--- src/rtl/pc_sequencer.sv ---
// ---------------------------------------------------------------------------
// pc_sequencer
//
// Program sequencer for the 4-bit core family. It combines three parts:
//   - a polynomial (LFSR) page-low counter,
//   - a return-address stack with depth tracking,
//   - a pending-page latch.
// Every update is strobe-driven on a single clock.
//
// Parameters
//   PL_W      width of the page-low (LFSR) field
//   PU_W      width of the page field
//   DEPTH     number of return-stack entries (>= 1)
//   TAP       second feedback tap, feedback = XNOR(PL[0], PL[TAP])
//   CALL_PAGE page loaded by call when no page is armed
//   OVF_MODE  0 = SHIFT (drop oldest / replicate bottom, one-cycle flags)
//             1 = GUARD (refuse the operation, sticky flags)
//
// Ports
//   clk, rst_n   rising-edge clock, asynchronous active-low reset
//   step         advance the page-low LFSR
//   jmp          load page-low from addr_in (page from pending if armed)
//   call         push current PC, then load {page, addr_in}
//   ret          pop PC from the stack
//   ssp          latch page_in as the pending page and arm it
//   clr_err      clear sticky ovf/unf (GUARD mode)
//   addr_in      jump/call target within the page
//   page_in      page value for ssp
//   pc_out       registered {PU, PL}
//   stk_top      current top-of-stack entry
//   sp_depth     number of valid stack entries
//   page_armed   a pending page is armed
//   ovf, unf     stack overflow / underflow flags
// ---------------------------------------------------------------------------
module pc_sequencer #(
  parameter int              PL_W      = 6,
  parameter int              PU_W      = 4,
  parameter int              DEPTH     = 5,
  parameter int              TAP       = 1,
  parameter logic [PU_W-1:0] CALL_PAGE = '1,
  parameter int              OVF_MODE  = 0
) (
  input  logic                       clk,
  input  logic                       rst_n,
  input  logic                       step,
  input  logic                       jmp,
  input  logic                       call,
  input  logic                       ret,
  input  logic                       ssp,
  input  logic                       clr_err,
  input  logic [PL_W-1:0]            addr_in,
  input  logic [PU_W-1:0]            page_in,
  output logic [PU_W+PL_W-1:0]       pc_out,
  output logic [PU_W+PL_W-1:0]       stk_top,
  output logic [$clog2(DEPTH+1)-1:0] sp_depth,
  output logic                       page_armed,
  output logic                       ovf,
  output logic                       unf
);

  localparam int PC_W = PU_W + PL_W;
  localparam int SP_W = $clog2(DEPTH + 1);
  localparam logic [SP_W-1:0] SP_FULL = SP_W'(DEPTH);
  localparam logic [SP_W-1:0] SP_ONE  = SP_W'(1);
  localparam bit GUARD = (OVF_MODE != 0);

  // -------------------------------------------------------------------------
  // State
  // -------------------------------------------------------------------------
  logic [PL_W-1:0] pl_q, pl_d;
  logic [PU_W-1:0] pu_q, pu_d;
  logic [PC_W-1:0] stk_q [DEPTH];
  logic [PC_W-1:0] stk_d [DEPTH];
  logic [SP_W-1:0] sp_q, sp_d;
  logic [PU_W-1:0] pend_q, pend_d;
  logic            armed_q, armed_d;
  logic            ovf_q, ovf_d;
  logic            unf_q, unf_d;

  logic [PC_W-1:0] pc_cur;
  logic [PL_W-1:0] pl_step;
  logic [PC_W-1:0] stk_push [DEPTH];
  logic [PC_W-1:0] stk_pop  [DEPTH];
  logic            stk_full;
  logic            stk_empty;
  logic            ovf_err;
  logic            unf_err;

  assign pc_cur    = {pu_q, pl_q};
  assign stk_full  = (sp_q == SP_FULL);
  assign stk_empty = (sp_q == '0);

  // XNOR feedback enters at the MSB. The all-ones state maps to itself,
  // which is the expected lockup behaviour and is left alone.
  assign pl_step = {~(pl_q[0] ^ pl_q[TAP]), pl_q[PL_W-1:1]};

  // -------------------------------------------------------------------------
  // Candidate stack images for a push and a pop.
  // Push moves every entry one place toward the bottom and drops the last.
  // Pop moves every entry one place toward the top; the bottom keeps its
  // value, so an emptied stack ends up filled with copies of the bottom.
  // -------------------------------------------------------------------------
  for (genvar gi = 0; gi < DEPTH; gi++) begin : g_stk
    if (gi == 0) begin : g_push_head
      assign stk_push[gi] = pc_cur;
    end else begin : g_push_body
      assign stk_push[gi] = stk_q[gi-1];
    end

    if (gi == DEPTH - 1) begin : g_pop_tail
      assign stk_pop[gi] = stk_q[gi];
    end else begin : g_pop_body
      assign stk_pop[gi] = stk_q[gi+1];
    end
  end

  // -------------------------------------------------------------------------
  // Next-state logic. Priority is ret > call > jmp > step; only the winner
  // touches the PC and the stack. ssp is evaluated afterwards so that it
  // always wins the armed state, while a coincident jmp/call still sees the
  // old pending page through pend_q/armed_q.
  // -------------------------------------------------------------------------
  always_comb begin
    pl_d    = pl_q;
    pu_d    = pu_q;
    stk_d   = stk_q;
    sp_d    = sp_q;
    pend_d  = pend_q;
    armed_d = armed_q;
    ovf_err = 1'b0;
    unf_err = 1'b0;

    if (ret) begin
      unf_err = stk_empty;
      armed_d = 1'b0;
      // GUARD refuses an empty pop outright: PC and stack stay put.
      if (!(GUARD && stk_empty)) begin
        {pu_d, pl_d} = stk_q[0];
        stk_d        = stk_pop;
        if (!stk_empty) begin
          sp_d = sp_q - SP_ONE;
        end
      end
    end else if (call) begin
      ovf_err = stk_full;
      armed_d = 1'b0;
      pu_d    = armed_q ? pend_q : CALL_PAGE;
      pl_d    = addr_in;
      // The jump always happens; only the push can be refused.
      if (!(GUARD && stk_full)) begin
        stk_d = stk_push;
        if (!stk_full) begin
          sp_d = sp_q + SP_ONE;
        end
      end
    end else if (jmp) begin
      armed_d = 1'b0;
      pu_d    = armed_q ? pend_q : pu_q;
      pl_d    = addr_in;
    end else if (step) begin
      pl_d = pl_step;
    end

    if (ssp) begin
      pend_d  = page_in;
      armed_d = 1'b1;
    end

    // GUARD flags are sticky; a new error beats a coincident clear.
    // SHIFT flags are plain one-cycle pulses.
    ovf_d = ovf_err | (GUARD & ovf_q & ~clr_err);
    unf_d = unf_err | (GUARD & unf_q & ~clr_err);
  end

  // -------------------------------------------------------------------------
  // State registers
  // -------------------------------------------------------------------------
  always_ff @(posedge clk or negedge rst_n) begin
    if (!rst_n) begin
      pl_q    <= '0;
      pu_q    <= '0;
      sp_q    <= '0;
      pend_q  <= '0;
      armed_q <= 1'b0;
      ovf_q   <= 1'b0;
      unf_q   <= 1'b0;
      for (int i = 0; i < DEPTH; i++) begin
        stk_q[i] <= '0;
      end
    end else begin
      pl_q    <= pl_d;
      pu_q    <= pu_d;
      sp_q    <= sp_d;
      pend_q  <= pend_d;
      armed_q <= armed_d;
      ovf_q   <= ovf_d;
      unf_q   <= unf_d;
      for (int i = 0; i < DEPTH; i++) begin
        stk_q[i] <= stk_d[i];
      end
    end
  end

  // -------------------------------------------------------------------------
  // Outputs
  // -------------------------------------------------------------------------
  assign pc_out     = pc_cur;
  assign stk_top    = stk_q[0];
  assign sp_depth   = sp_q;
  assign page_armed = armed_q;
  assign ovf        = ovf_q;
  assign unf        = unf_q;

endmodule

--- config.mk ---
export PLATFORM = sky130hd
export DESIGN_NAME = pc_sequencer
export DESIGN_NICKNAME = d
export VERILOG_FILES = /design/src/rtl/pc_sequencer.sv
export SDC_FILE = /design/constraint.sdc
export NUM_CORES = 1
export LEC_CHECK = 0
export CAP_MARGIN = 20
export CORE_MARGIN = 3
export CORE_UTILIZATION = 48
export CTS_BUF_LIST = sky130_fd_sc_hd__clkbuf_4 sky130_fd_sc_hd__clkbuf_8
export CTS_CLUSTER_SIZE = 12
export DETAILED_ROUTE_END_ITERATION = 8
export GPL_ROUTABILITY_DRIVEN = 0
export PLACE_DENSITY = 0.78
export RECOVER_POWER = 50
export SYNTH_ARGS = -nofsm -noshare
export SYNTH_HDL_FRONTEND = slang
export SYNTH_SLANG_ARGS = --single-unit
--- constraint.sdc ---
create_clock -name clk -period 2.9 [get_ports clk]
set_input_delay 0.58 -clock clk [delete_from_list [all_inputs] [get_ports clk]]
set_output_delay 0.58 -clock clk [all_outputs]
set_load 0.01 [all_outputs]
### After elaboration in Yosys (flattened, before gate mapping)

Index checks and enable logic that the tools add are counted.
Widths: inputs -> output; s select.

| operators by class | value |
|---|---|
| order comparisons | 0 |
| bitwise gates (word level) | 3 |
| $add $sub $neg | 2 |
| shift-type cells | 0 |
| $mul | 0 |
| reductions and logical operators | 9 |
| eq/ne operators | 3 |
| multiplexer cells | 22 |
| div/mod/pow operators | 0 |

Operator list:

| kind | number |
|---|---|
| $mux 50 | 2 |
| $mux 6 | 4 |
| $mux 4 | 5 |
| $mux 3 | 4 |
| $reduce_bool 4->1 | 2 |
| $mux 1 | 7 |
| $reduce_bool 3->1 | 2 |
| $ne 2x2->1 const B | 2 |
| $reduce_and 2->1 | 2 |
| $add 3x1->3 const B | 1 |
| $eq 3x3->1 const B | 1 |
| $logic_not 3->1 | 1 |
| $reduce_and 3->1 | 1 |
| $sub 3x1->3 const B | 1 |
| $not 1->1 | 2 |
| $reduce_bool 2->1 | 1 |
| $xor 1x1->1 | 1 |

| word-level totals | value |
|---|---|
| word-level logic and storage cells | 51 |
| memories kept | 0 |
| memory bits (read-only) | 0 |
| output and inout port bits | 26 |
| latch bits | 0 |
| register bits after elaboration | 70 |
| bits of input ports | 18 |
| memory bits (writable) | 0 |

### Depth between registers and ports, before layout

Gate-level depths: netlist (run 1).

| depth | value |
|---|---|
| word-level depth | 6 |
| mapped depth | 6 |
| depth with buffers taken out | 5 |

### Least setup slack after synthesis (run 1)

No wires, ideal clock.

| path | value |
|---|---|
| kind | input to register |
| from | in ret |
| to | reg sp_q[2] (netlist: sp_depth[2]) |
| required time | 2762 ps |
| buffers on the path | 1 |
| slack | 1129 ps |
| cell stages on the path | 6 |
| data arrival time | 1633 ps |
| cells stage by stage | buf_6 -> inv_6 -> fa_1 -> and3b_1 -> o21ai_0 -> o221ai_1 |

| between the ends | value |
|---|---|
| cells in the longest elaborated chain, start to end | 2 |

RTL lines:

| what | RTL line | text |
|---|---|---|
| start, declared | 48 | `input logic ret,` |
| $ne 2x2->1 (no line) or $reduce_bool 2->1 (tied branches) | - |  |
| $reduce_and 3->1 (no line) | - |  |
| end signal, assigned | 193 | `sp_q <= sp_d;` |
| end, declared | 74 | `logic [SP_W-1:0] sp_q, sp_d;` |

Several ways; a longest one is shown, not always the timed one.
A chain may end at the register's enable or synchronous reset.

### Worst setup path in the final report (run 1)

| path | value |
|---|---|
| from | in call |
| to | reg stk_q, in the netlist stk_pop[34] |

| between the ends | value |
|---|---|
| cells in the longest elaborated chain, start to end | 1 |

RTL lines:

| what | RTL line | text |
|---|---|---|
| start, declared | 47 | `input logic call,` |
| $reduce_bool 2->1 (no line) | - |  |
| end signal, assigned by index | 199 | `stk_q[i] <= stk_d[i];` |
| end, declared | 72 | `logic [PC_W-1:0] stk_q [DEPTH];` |

Every way passes these cells.

==> results of run 1 <==
==> layer usage <==
layer	part of all wire [%]	up-vias	global-route usage [%]
li1	-	1135	-
met2	47	48	26.52
met4	1.4	0	6.631
met3	4.6	6	5.346
met1	47	1162	23.72
met5	0	-	0
==> sequential cells by signal, summed over array words and instances (netlist names) <==
register and cells:
pl_q 6, ovf 1, stk_pop 40, sp_depth 3, stk_top 10, unf 1
page_armed 1, pu_q 4, pend_q 4
==> final cells by class <==
class	instances	share of cell area, %
Sequential cell	70	44.26
Multi-Input combinational cell	209	35.63
Timing Repair Buffer	46	11.26
Clock buffer	13	4.363
Tap cell	77	2.434
Clock inverter	3	1.644
Inverter	3	0.4110
==> cell families (layout without fill, tap and decap cells) <==
family          Yosys count  after routing  synth area share (%)
xor+xnor                  2              2                0.5244
flops                    70             70                 52.43
buf+inv                  24             65                 5.169
compound gates           76             76                 14.27
mux                      54             54                 16.70
fa+ha+maj                 1              1                0.5993
simple gates             76             76                 10.30
==> final timing paths <==
check,start,endpoint,cells past startpoint
max in group asynchronous,rst_n,pu_q[2],1
setup reg to reg,sp_depth[0],sp_depth[2],5
min in group asynchronous,rst_n,page_armed,1
hold / removal,stk_pop[4],stk_pop[24],2
hold reg to reg,stk_pop[4],stk_pop[24],2
setup / recovery,call,stk_pop[34],4
==> tightest hold or removal path, delay by kind of cell (launching register included) <==
kind             cells  cell delay (ns)
AO/OA/AOI/OAI        1             0.06
flip-flops           1             0.34
AND/OR/NAND/NOR      1             0.05
==> power groups by stage <==
stage	sequential [mW]	clock [mW]	combinational, mW
2_1_floorplan	1.30	0	0.364
3_3_place_gp	1.31	0	0.590
5_1_grt	1.33	0.989	0.668
6_report	1.30	0.913	0.603
3_5_place_dp	1.31	0	0.612
4_1_cts	1.30	0.937	0.619
==> cells in the mapped netlist (all sizes together) <==
cell	number
nand3b	1
fa	1
o221ai	1
buf	16
a221oi	1
dfrtp	70
o311a	2
nand2	52
clkbuf	5
and3	1
nor3	4
inv	3
a21boi	1
nand2b	5
o21ai	47
xor2	1
a211oi	6
nor2	8
a21o	2
mux2i	40
o21a	6
o31ai	10
nor4	1
xnor2	1
nor2b	1
and3b	1
mux2	14
and2b	2
==> through the flow <==
stage,worst slack [ns],instances,cell area [µm²]
after floorplan,1.129,303,3341
after global placement,0.6831,405,3731
after detailed placement,0.6668,405,3731
after CTS,0.8779,421,3969
after global routing,0.6323,421,3958
final,0.7933,421,3958
==> results.py, run 1 <==
metrics = {
    "worst_setup_path": {
        "cp.buffers_inverters": 2,
        "crit_path_start_kind": "input pin",
        "cp.required_ns": 3.09,
        "cp.arrival_ns": 2.29,
        "crit_slowest_cell": "clkbuf_2",
        "path_cells": "clkbuf_1 -> clkbuf_2 -> mux2i_1 -> o21ai_1",
        "critPathKind": "in2reg",
        "rrSetupSlack_ns": 1.25,
        "end_kind": "flop",
        "crit_path_max_fanout": 28,
        "cp_slowest_stage_delay_ns": 0.82,
        "crit_family": "buffers and inverters",
    },
    "timing": {
        "worst_pin_slew_ns": 1.747,
        "final_hold_viol_count": 0,
        "slew_headroom_pct": -16.46,
        "fmaxAchievable_ghz": 0.4747,
        "finClkSkew_ns": 0.006751,
        "fin_tns_setup_ns": 0,
        "drv_slew": 32,
        "hold_ws_ns": 0.4798,
        "fin_crit_ns": 2.107,
        "setup_viol": 0,
        "rsz0062_at_grt": "no",
        "period_share_pct": 72.65,
    },
    "outcome": {
        "violations": "capacitance limit, slew limit",
        "status": "finished with violations",
    },
    "die": {
        "pin_count": 44,
        "fp.dieH_um": 89.43,
        "dieArea_um2": 7997,
        "die_w_um": 89.43,
        "rows": 29,
        "initial_core_util_pct": 51.15,
        "core_region_area_um2": 6531,
    },
    "cells_and_area": {
        "seqCellArea_um2": 1752,
        "final_util_pct": 60.59,
        "antenna_cells": 0,
        "layout_commonest_cell": "dfrtp_1",
        "final_cell_mix": "70 x dfrtp_1, 52 x nand2_1, 40 x mux2i_1",
        "synthToLayoutAreaGrowth_pct": 18.46,
        "multi_input_area_um2": 1410,
        "fin_nets": 358,
        "fillCellCount": 540,
        "drive_gt1_share_pct": 11.63,
    },
    "pwr": {
        "p_seq_share_pct": 46.1,
        "clkPwrFrac_pct": 32.5,
        "p_leak_nw": 1.773,
        "irDropWorstVdd_mv": 0.3107,
        "pwr-share-comb_pct": 21.5,
        "swShare_pct": 27.72,
        "switchingPower_uw": 779.6,
        "total_power_mw": 2.813,
        "p_int_mw": 2.033,
        "p_per_area_nw_per_um2": 710.7,
    },
    "synthesis": {
        "synthTopCellsByArea": "dfrtp_1 52%, mux2i_1 12%, nand2_1 5.8%",
        "syn_area_um2": 3341,
        "yosys_warnings": 0,
        "postSynthCellCount": 303,
        "yosysSeqAreaShare_pct": 52.43,
        "syn_nets": 322,
        "synth_top_area_cell": "dfrtp_1",
        "synth_seq_cells": 70,
        "avgSynthCellArea_um2": 11.03,
        "ys_types": 35,
        "yosysTopAreaCellShare_pct": 52.43,
    },
    "clock_tree": {
        "ctsResizeCount": 0,
        "clock_latency_ns": 0.34,
        "clock_sinks": 70,
        "cts_setup_buffers": 0,
        "clk_pin_slew_ns": 0.06,
        "cts_hold_buffers": 0,
        "htree_num_levels": 3,
        "clock_path_buffers": 2,
        "cts_made_buffers": 9,
        "cts_root_buf": "clkbuf_8",
        "cts_tree": "done",
    },
    "global_routing": {
        "grt_overflow_total": 0,
        "grt_pass1_wl_um": 10580,
        "grtUsageTotal_pct": 17.51,
        "antenna_found_initial": 0,
        "grt_start_max_net_pins": 92,
        "first_global_vias": 2236,
    },
    "route": {
        "wire_per_inst_um": 15.01,
        "remaining_drc_errors": 0,
        "ant_nets": 0,
        "vias": 2351,
        "drt_first_iter_violations": 148,
        "finalWirelength_um": 6318,
        "firstDrtPassIters": 4,
        "viasPerCell": 5.584,
    },
    "run": {
        "drv_cap": 1,
    },
    "min_path": {
        "hp-class": "reg2reg",
    },
    "placed_design": {
        "dp_hpwl_um": 4124,
        "port_buffers": 42,
    },
}
Power figures use the tool's default switching activity.
==> run 2: changes to the inputs <==
--- a/config.mk
+++ b/config.mk
@@ -12,7 +12,7 @@
 export CTS_CLUSTER_SIZE = 12
 export DETAILED_ROUTE_END_ITERATION = 8
 export GPL_ROUTABILITY_DRIVEN = 0
-export PLACE_DENSITY = 0.78
+export PLACE_DENSITY = 0.81
 export RECOVER_POWER = 50
 export SYNTH_ARGS = -nofsm -noshare
 export SYNTH_HDL_FRONTEND = slang
==> constraint.sdc (replaced) <==
create_clock -name clk -period 1.9 [get_ports clk]
set_input_delay 0.38 -clock clk [delete_from_list [all_inputs] [get_ports clk]]
set_output_delay 0.38 -clock clk [all_outputs]
set_load 0.01 [all_outputs]
==> results.py, run 2 (same netlist as run 1, synthesis figures left out) <==
metrics = {
    "global_routing": {
        "grt_pass1_wl_um": 11140,
        "antenna_found_initial": 0,
        "grtUsageTotal_pct": 18.34,
        "grt_start_max_net_pins": 107,
        "grt_overflow_total": 0,
        "first_global_vias": 2268,
    },
    "clock_tree": {
        "cts_root_buf": "clkbuf_8",
        "cts_made_buffers": 9,
        "ctsResizeCount": 0,
        "clock_sinks": 70,
        "clock_latency_ns": 0.35,
        "htree_num_levels": 3,
        "clk_pin_slew_ns": 0.08,
        "cts_tree": "done",
        "cts_setup_buffers": 0,
        "clock_path_buffers": 2,
        "cts_hold_buffers": 0,
    },
    "die": {
        "pin_count": 44,
        "initial_core_util_pct": 51.15,
        "dieArea_um2": 7997,
        "rows": 29,
        "core_region_area_um2": 6531,
        "fp.dieH_um": 89.43,
        "die_w_um": 89.43,
    },
    "cells_and_area": {
        "fillCellCount": 521,
        "fin_nets": 363,
        "antenna_cells": 0,
        "finalNonFillerCells": 426,
        "seqCellArea_um2": 1752,
        "layout_commonest_cell": "dfrtp_1",
        "drive_gt1_share_pct": 13.75,
        "synthToLayoutAreaGrowth_pct": 21.39,
        "multi_input_area_um2": 1416,
        "largest_reg_flops": 40,
        "final_cell_mix": "70 x dfrtp_1, 52 x nand2_1, 40 x mux2i_1",
    },
    "route": {
        "firstDrtPassIters": 4,
        "finalWirelength_um": 6561,
        "vias": 2337,
        "ant_nets": 0,
        "wire_per_inst_um": 15.40,
        "drt_first_iter_violations": 158,
        "viasPerCell": 5.486,
        "remaining_drc_errors": 0,
    },
    "pwr": {
        "switchingPower_mw": 1.230,
        "irDropWorstVdd_mv": 0.5459,
        "p_per_area_nw_per_um2": 1142,
        "swShare_pct": 26.57,
        "pwr-share-comb_pct": 20.0,
        "p_leak_nw": 1.820,
        "total_power_mw": 4.631,
        "p_int_mw": 3.400,
        "clkPwrFrac_pct": 37.1,
        "p_seq_share_pct": 42.9,
    },
    "placed_design": {
        "dp.cells": 410,
        "port_buffers": 42,
        "dp_hpwl_um": 4248,
        "dp_slack_ns": 0.1491,
    },
    "min_path": {
        "hp-class": "in2reg",
    },
    "worst_setup_path": {
        "crit_slowest_cell": "clkdlybuf4s50_1",
        "crit_path_max_fanout": 9,
        "crit_path_start_kind": "flop",
        "end_kind": "output pin",
        "cp_slowest_stage_delay_ns": 0.59,
        "cp.buffers_inverters": 1,
        "cp.arrival_ns": 1.45,
        "critPathKind": "reg2out",
        "path_cells": "clkdlybuf4s50_1",
        "crit_family": "buffers and inverters",
        "cp.required_ns": 1.52,
    },
    "timing": {
        "setup_ws_ns": 0.06900,
        "slew_headroom_pct": -12.25,
        "drv_slew": 71,
        "setup_viol": 0,
        "fin_tns_setup_ns": 0,
        "final_hold_viol_count": 0,
        "fmaxAchievable_ghz": 0.5461,
        "rsz0062_at_grt": "no",
        "period_share_pct": 96.37,
        "worst_pin_slew_ns": 1.684,
        "finClkSkew_ns": 0.007452,
        "fin_crit_ns": 1.831,
    },
    "outcome": {
        "violations": "capacitance limit, slew limit",
        "status": "finished with violations",
    },
    "run": {
        "drv_cap": 1,
    },
}
-- run 2: cell count changes in the layout (fill, tap and decap cells not counted), moves of 2 or more --
cell,delta
buf_2,+2
buf_4,+4
bufinv_16,+3
clkbuf_1,-2
clkbuf_8,-3
clkdlybuf4s50_1,+2
dlygate4sd3_1,-2
o21ai_0,+9
o21ai_1,-9
-- run 2: power by group through the flow --
stage | Sequential [mW] | Combinational (mW) | Clock, mW
after global routing | 2.03 | 1.04 | 1.81
after global placement | 1.99 | 0.913 | 0
after floorplan | 1.99 | 0.555 | 0
after CTS | 1.99 | 0.952 | 1.75
final | 1.99 | 0.925 | 1.72
after detailed placement | 2.01 | 0.946 | 0
-- run 2: area by class of cell --
class                   instances  area share, %
flip-flops and latches         70          43.20
multi-input cells             209          34.93
repair buffers                 51          11.97
clock inverters                 6          3.888
clock buffers                  10          3.240
well taps                      77          2.376
inverters                       3         0.4011
-- run 2: path summary, 6_finish.rpt --
check | start | end | slack (ns) | cells past startpoint
worst min-delay path | ret | pl_q[1] | 0.39 | 4
max in group asynchronous | rst_n | stk_top[8] | 0.37 | 2
min in group asynchronous | rst_n | stk_pop[21] | 0.55 | 2
worst min register to register | stk_pop[3] | stk_pop[23] | 0.49 | 2
worst max-delay path | sp_depth[2] | sp_depth[2] | 0.07 | 1
worst max register to register | sp_depth[0] | sp_depth[2] | 0.21 | 5
-- run 2: metal layers --
layer  up-vias  GRT usage (%)  routed length, µm
li1       1151              -                  -
met1      1130          26.24               3127
met2        46          26.66               3121
met3        10          3.318                193
met4         0          9.337                119
met5         -              0                  0
-- run 2: stage by stage --
| step | util [%] | hold WS, ns | area [µm²] |
|---|---|---|---|
| after floorplan | - | 0.08441 | 3341 |
| after global placement | 58.08 | 0.4319 | 3794 |
| after detailed placement | 58.08 | 0.4299 | 3794 |
| after CTS | 62.51 | 0.04831 | 4083 |
| after global routing | 62.09 | 0.4041 | 4055 |
| final | 62.09 | 0.3908 | 4055 |
